--- config.mk ---
export PLATFORM = sky130hd
export DESIGN_NAME = vending_machine
export DESIGN_NICKNAME = d
export VERILOG_FILES = /design/src/rtl/vending_machine.sv
export SDC_FILE = /design/constraint.sdc
export NUM_CORES = 1
export LEC_CHECK = 0
export CELL_PAD_IN_SITES_DETAIL_PLACEMENT = 1
export CELL_PAD_IN_SITES_GLOBAL_PLACEMENT = 1
export CORE_MARGIN = 5
export CORE_UTILIZATION = 40
export CTS_CLUSTER_SIZE = 20
export DETAILED_ROUTE_END_ITERATION = 7
export HOLD_SLACK_MARGIN = 0.06
export PLACE_DENSITY = 0.83
export RECOVER_POWER = 25
export SLEW_MARGIN = 20
export SYNTH_ARGS = -nofsm -noshare
export SYNTH_HDL_FRONTEND = slang
export SYNTH_SLANG_ARGS = --single-unit
--- constraint.sdc ---
create_clock -name clk -period 1.29 [get_ports clk]
set_input_delay 0.1935 -clock clk [delete_from_list [all_inputs] [get_ports clk]]
set_output_delay 0.1935 -clock clk [all_outputs]
set_load 0.005 [all_outputs]
--- src/rtl/vending_machine.sv ---
`default_nettype none
// ============================================================================
//  Module   : vending_machine
//  Purpose  : Coin-operated vending controller. The item costs 3 units.
//             Credit is tracked by a Moore FSM. Paying 3 units vends the
//             item; paying 4 units vends the item and returns one unit of
//             change. Partial credit is abandoned after TIMEOUT consecutive
//             cycles without a valid coin.
//
//  Parameters
//    TIMEOUT  : consecutive no-coin cycles in RS1/RS2 that abandon the
//               transaction (must be >= 1)
//
//  Ports
//    clk      : in  1  system clock, rising edge
//    rst      : in  1  asynchronous reset, active low
//    in       : in  2  coin code: 0 none, 1 one unit, 2 two units, 3 invalid
//    product  : out 1  item dispensed, one-cycle pulse
//    change   : out 1  one unit of change returned, one-cycle pulse
//
//  Revision : 1.0  initial release
// ============================================================================
module vending_machine #(
    parameter int TIMEOUT = 16
) (
    input  logic       clk,
    input  logic       rst,
    input  logic [1:0] in,
    output logic       product,
    output logic       change
);

    // ------------------------------------------------------------------------
    // Constants
    // ------------------------------------------------------------------------
    // The counter is sized to hold TIMEOUT itself without wrapping.
    localparam int c_CNT_W = (TIMEOUT < 1) ? 1 : $clog2(TIMEOUT + 1);

    // The abandon decision is taken on the edge where the counter would
    // step from TIMEOUT-1 to TIMEOUT, so TIMEOUT idle cycles are tolerated
    // up to but not including the final one.
    localparam logic [c_CNT_W-1:0] c_CNT_LAST = c_CNT_W'(TIMEOUT - 1);
    localparam logic [c_CNT_W-1:0] c_CNT_ONE  = c_CNT_W'(1);

    // ------------------------------------------------------------------------
    // State encoding. 3'b010, 3'b100 and 3'b110 are unused and recover to
    // IDLE on the next edge.
    // ------------------------------------------------------------------------
    typedef enum logic [2:0] {
        S_IDLE    = 3'b000,
        S_RS1     = 3'b001,
        S_RS2     = 3'b011,
        S_PRODUCT = 3'b101,
        S_CHANGE  = 3'b111
    } state_e;

    state_e               state_q;
    state_e               state_d;
    logic [c_CNT_W-1:0]   cnt_q;
    logic [c_CNT_W-1:0]   cnt_d;
    logic                 product_q;
    logic                 change_q;

    logic                 w_coin1;
    logic                 w_coin2;
    logic                 w_at_limit;

    assign w_coin1    = (in == 2'd1);
    assign w_coin2    = (in == 2'd2);
    assign w_at_limit = (cnt_q == c_CNT_LAST);

    // ------------------------------------------------------------------------
    // Next-state and timeout counter logic.
    // Counter defaults to 0, which covers "held at 0 in IDLE/PRODUCT/CHANGE",
    // "cleared on entry to RS1/RS2" and "cleared on any valid coin".
    // ------------------------------------------------------------------------
    always_comb begin
        state_d = S_IDLE;
        cnt_d   = '0;

        case (state_q)
            // PRODUCT and CHANGE decide exactly like IDLE so that a coin
            // presented during the vend cycle opens a new transaction.
            S_IDLE, S_PRODUCT, S_CHANGE: begin
                if (w_coin1) begin
                    state_d = S_RS1;
                end else if (w_coin2) begin
                    state_d = S_RS2;
                end else begin
                    state_d = S_IDLE;
                end
            end

            S_RS1: begin
                // A valid coin always wins over an expiring timeout.
                if (w_coin1) begin
                    state_d = S_RS2;
                end else if (w_coin2) begin
                    state_d = S_PRODUCT;
                end else if (w_at_limit) begin
                    state_d = S_IDLE;
                end else begin
                    state_d = S_RS1;
                    cnt_d   = cnt_q + c_CNT_ONE;
                end
            end

            S_RS2: begin
                if (w_coin1) begin
                    state_d = S_PRODUCT;
                end else if (w_coin2) begin
                    state_d = S_CHANGE;
                end else if (w_at_limit) begin
                    state_d = S_IDLE;
                end else begin
                    state_d = S_RS2;
                    cnt_d   = cnt_q + c_CNT_ONE;
                end
            end

            default: begin
                state_d = S_IDLE;
            end
        endcase
    end

    // ------------------------------------------------------------------------
    // State register with registered outputs. The output flops are loaded
    // from the decode of the state being entered, so they always equal the
    // decode of state_q and carry no combinational path from 'in'.
    // ------------------------------------------------------------------------
    always_ff @(posedge clk or negedge rst) begin
        if (!rst) begin
            state_q   <= S_IDLE;
            cnt_q     <= '0;
            product_q <= 1'b0;
            change_q  <= 1'b0;
        end else begin
            state_q   <= state_d;
            cnt_q     <= cnt_d;
            product_q <= (state_d == S_PRODUCT) || (state_d == S_CHANGE);
            change_q  <= (state_d == S_CHANGE);
        end
    end

    assign product = product_q;
    assign change  = change_q;

endmodule
`default_nettype wire

==> run_results.csv <==
group,metric,value,unit
outcome,outcome,"complete, no violations",
floorplan,die_area,0.00220,mm²
placed_design,hpwlAfterDp,912,µm
logic_synthesis,synth_area,546,µm²
routing,via_count,431,
timing,setup_violations,0,
grt,grt_max_degree,11,
routing,wl_met1,536,µm
pwr,peakVddDrop,1010,µV
clocking,cts-root-buf,"clkbuf_4",
grt,grt_usage,16.2,%
timing,fin_crit_sh,97.7,%
logic_synthesis,syn_area_per_cell,10.7,µm²
critical_path,max_stage_delay,360,ps
clocking,clock_latency,280,ps
routing,top_layer,"met4",
logic_synthesis,synth_flop_cell,"dfrtp_1",
logic_synthesis,synth_most_common_cell,"dfrtp_1",
placed_design,finalWeightedCongestion,0.706,
critical_path,r2r_cells,4,
finish,drive_gt1_share,35.9,%
routing,drtAntennaViolNets,0,
routing,detailedRoute.firstPassIterationCount,3,
logic_synthesis,syn_inst,51,
pwr,power-per-cell-area,1730,mW/mm²
routing,routed_via_density,5.46,
clocking,cts.sinks,10,
logic_synthesis,synth_top_family_by_area,"simple AND/OR/NAND/NOR gates",
logic_synthesis,synth_common_cells,"10 x dfrtp_1, 4 x inv_1, 4 x nand2_1, 4 x nor2_1",
timing,max-slew-margin-rel,70.7,%
logic_synthesis,yosysTopAreaCellShare,45.9,%
logic_synthesis,synth_compound_area_share,5.96,%
critical_path,critPathCaptureType,"register",
logic_synthesis,synth.distinct_cells,24,
critical_path,r2r-start,"cnt_q[1]$_DFF_PN0_",
finish,fin_nets,72,
clocking,htreeDepth,1,
grt,grt_pass1_wl,2.28,mm
routing,wl_met3,71,µm
clocking,cts_buffer_depth,2,
timing,worst_slew_pin_slew,438,ps
timing,tns,0,ps
min_path,worstHoldPathType,"in -> async",
critical_path,r2r_slack,30,ps
finish,synthToLayoutAreaGrowth,30.0,%
timing,period_needed,1260,ps
timing,clock_skew,9.83,ps
logic_synthesis,synth_edf_count,0,
routing,wl_met2,629,µm
floorplan,num_rows,13,
timing,hold_viol,0,
timing,fmax,794,MHz
routing,routed_wl,1.27,mm
logic_synthesis,yosysWarnings,0,
logic_synthesis,synth_nets,58,
routing,initialDrtViolationCount,1,
critical_path,crit_chain,"ha_2 -> nand4b_1 -> buf_4 -> and3_4",
floorplan,fp.coreArea,0.00130,mm²
floorplan,fp.dieH,46.9,µm
critical_path,required,1460,ps
finish,nFillCells,147,
logic_synthesis,async_flop_share,100,%
clocking,clkTransAtPathRegs,80,ps
floorplan,fp.dieW,46.9,µm
timing,rsz0062_at_grt,"yes",
logic_synthesis,synth-seq-area-share,45.9,%
logic_synthesis,ys_seq_elements,10,
floorplan,pin_count,6,
floorplan,start_util,41.9,%
logic_synthesis,synth_xor_area_share,4.82,%
critical_path,path_max_fanout,4,
finish,antenna_cells,0,
routing,drc_errors,0,
critical_path,timing.rr.end,"cnt_q[1]$_DFF_PN0_",
critical_path,slowest_stage,"dfrtp_1",
logic_synthesis,yosysTopAreaCell,"dfrtp_1",
critical_path,crit_type,"reg -> reg",
logic_synthesis,synthAdderAreaFrac,6.88,%
placed_design,port_buffers,5,
logic_synthesis,synth.area.mux_share,0,%
critical_path,startpoint_type,"register",
grt,overflow,0,
clocking,cts_buffers,3,
timing,slew_viol_final,0,
routing,wl_per_cell,16.1,µm
logic_synthesis,synthSimpleGateAreaFrac,28.4,%
flow_run,cap_violations,0,
grt,antenna_found_initial,0,
pwr,power_leakage,0.000343,µW
grt,grt_pass1_vias,492,
logic_synthesis,synth_area_leaders,"dfrtp_1 46%, ha_1 6.9%, nand4b_1 4.8%",
critical_path,cp.arrival,1430,ps
timing,hold_ws,284,ps
clocking,tritoncts,"done",
[routing by layer]
metal,track usage (%),vias up
met5,0,-
met2,25.5,6
met3,9.58,5
met1,17.8,216
li1,-,204
met4,6.63,0
[critical path: cells and delay by family, from the launching register on]
family | cells | cell delay (ps)
flip-flops | 1 | 360
AND/OR/NAND/NOR | 2 | 380
adder cells (fa/ha/maj) | 1 | 180
buffers and inverters | 1 | 240
[worst max-delay path by stage]
| stage | from | endpoint | slack (ps) | cells after the start |
|---|---|---|---|---|
| after detailed placement | in[1] | cnt_q[0]$_DFF_PN0_ | -420 | 6 |
| final | cnt_q[1]$_DFF_PN0_ | cnt_q[1]$_DFF_PN0_ | 30 | 4 |
| after CTS | cnt_q[0]$_DFF_PN0_ | product$_DFF_PN0_ | 20 | 4 |
| after global routing | cnt_q[0]$_DFF_PN0_ | state_q[0]$_DFF_PN0_ | -20 | 4 |
| after global placement | in[0] | state_q[1]$_DFF_PN0_ | -410 | 6 |
| after floorplan | cnt_q[0]$_DFF_PN0_ | change$_DFF_PN0_ | 140 | 4 |
[where the power goes]
part | switching (µW) | total [µW] | internal, µW
sequential | 136 | 540 | 404
clock | 123 | 295 | 172
combinational | 181 | 394 | 213
[flip-flops by register name (all words and copies together), names as in the netlist]
signal / cells
change: 1
cnt_q: 5
state_q: 3
product: 1
[cells in the final DEF, fill, tap and decap left out]
master / n
dlygate4sd2_1: 4
clkbuf_8: 1
a31oi_1: 1
nand3_1: 2
nor3_2: 1
nor2_2: 1
nor4_1: 1
inv_1: 3
xor2_1: 2
xnor2_1: 1
dlygate4sd3_1: 1
nand4_1: 2
clkbuf_4: 3
nand2_1: 3
nor4b_4: 1
nand4b_1: 3
ha_4: 1
ha_2: 2
o21ai_1: 1
a211oi_2: 1
o2111ai_1: 1
and3_1: 1
nand2_2: 1
and3_4: 1
inv_2: 1
dfrtp_1: 10
buf_4: 8
nor4b_2: 1
and2_1: 1
or4_1: 1
nor2_1: 3
[per-stage QoR]
stage          total power (µW)  setup WS, ps  instances  utilization, %  area (µm²)
4_1_cts                    1200          21.7         78            52.6         684
3_5_place_dp                901          -423         72            47.9         623
6_report                   1230          30.1         79            54.5         709
5_1_grt                    1320         -24.2         79            54.5         709
3_3_place_gp                867          -412         72            47.9         623
2_1_floorplan               784           143         51               -         546
[cells by family after synthesis]
family          after synthesis
compound gates                4
xor+xnor                      3
fa+ha+maj                     3
buf+inv                       8
flops                        10
simple gates                 23
[cell type report]
class	instances	area (µm²)	share of cell area [%]
clock buffers	4	36.3	5.11
inverters	4	15.0	2.12
multi-input cells	33	284	40.0
flip-flops and latches	10	250	35.3
well taps	15	18.8	2.65
repair buffers	13	105	14.8
[what timing repair did]
action,CTS,global route
pin swaps,3,3
resized for setup,8,5
cloned,0,0
setup endpoints to repair,11,5
hold buffers,0,0
buffers inserted,2,1
Power figures use the tool's default switching activity.
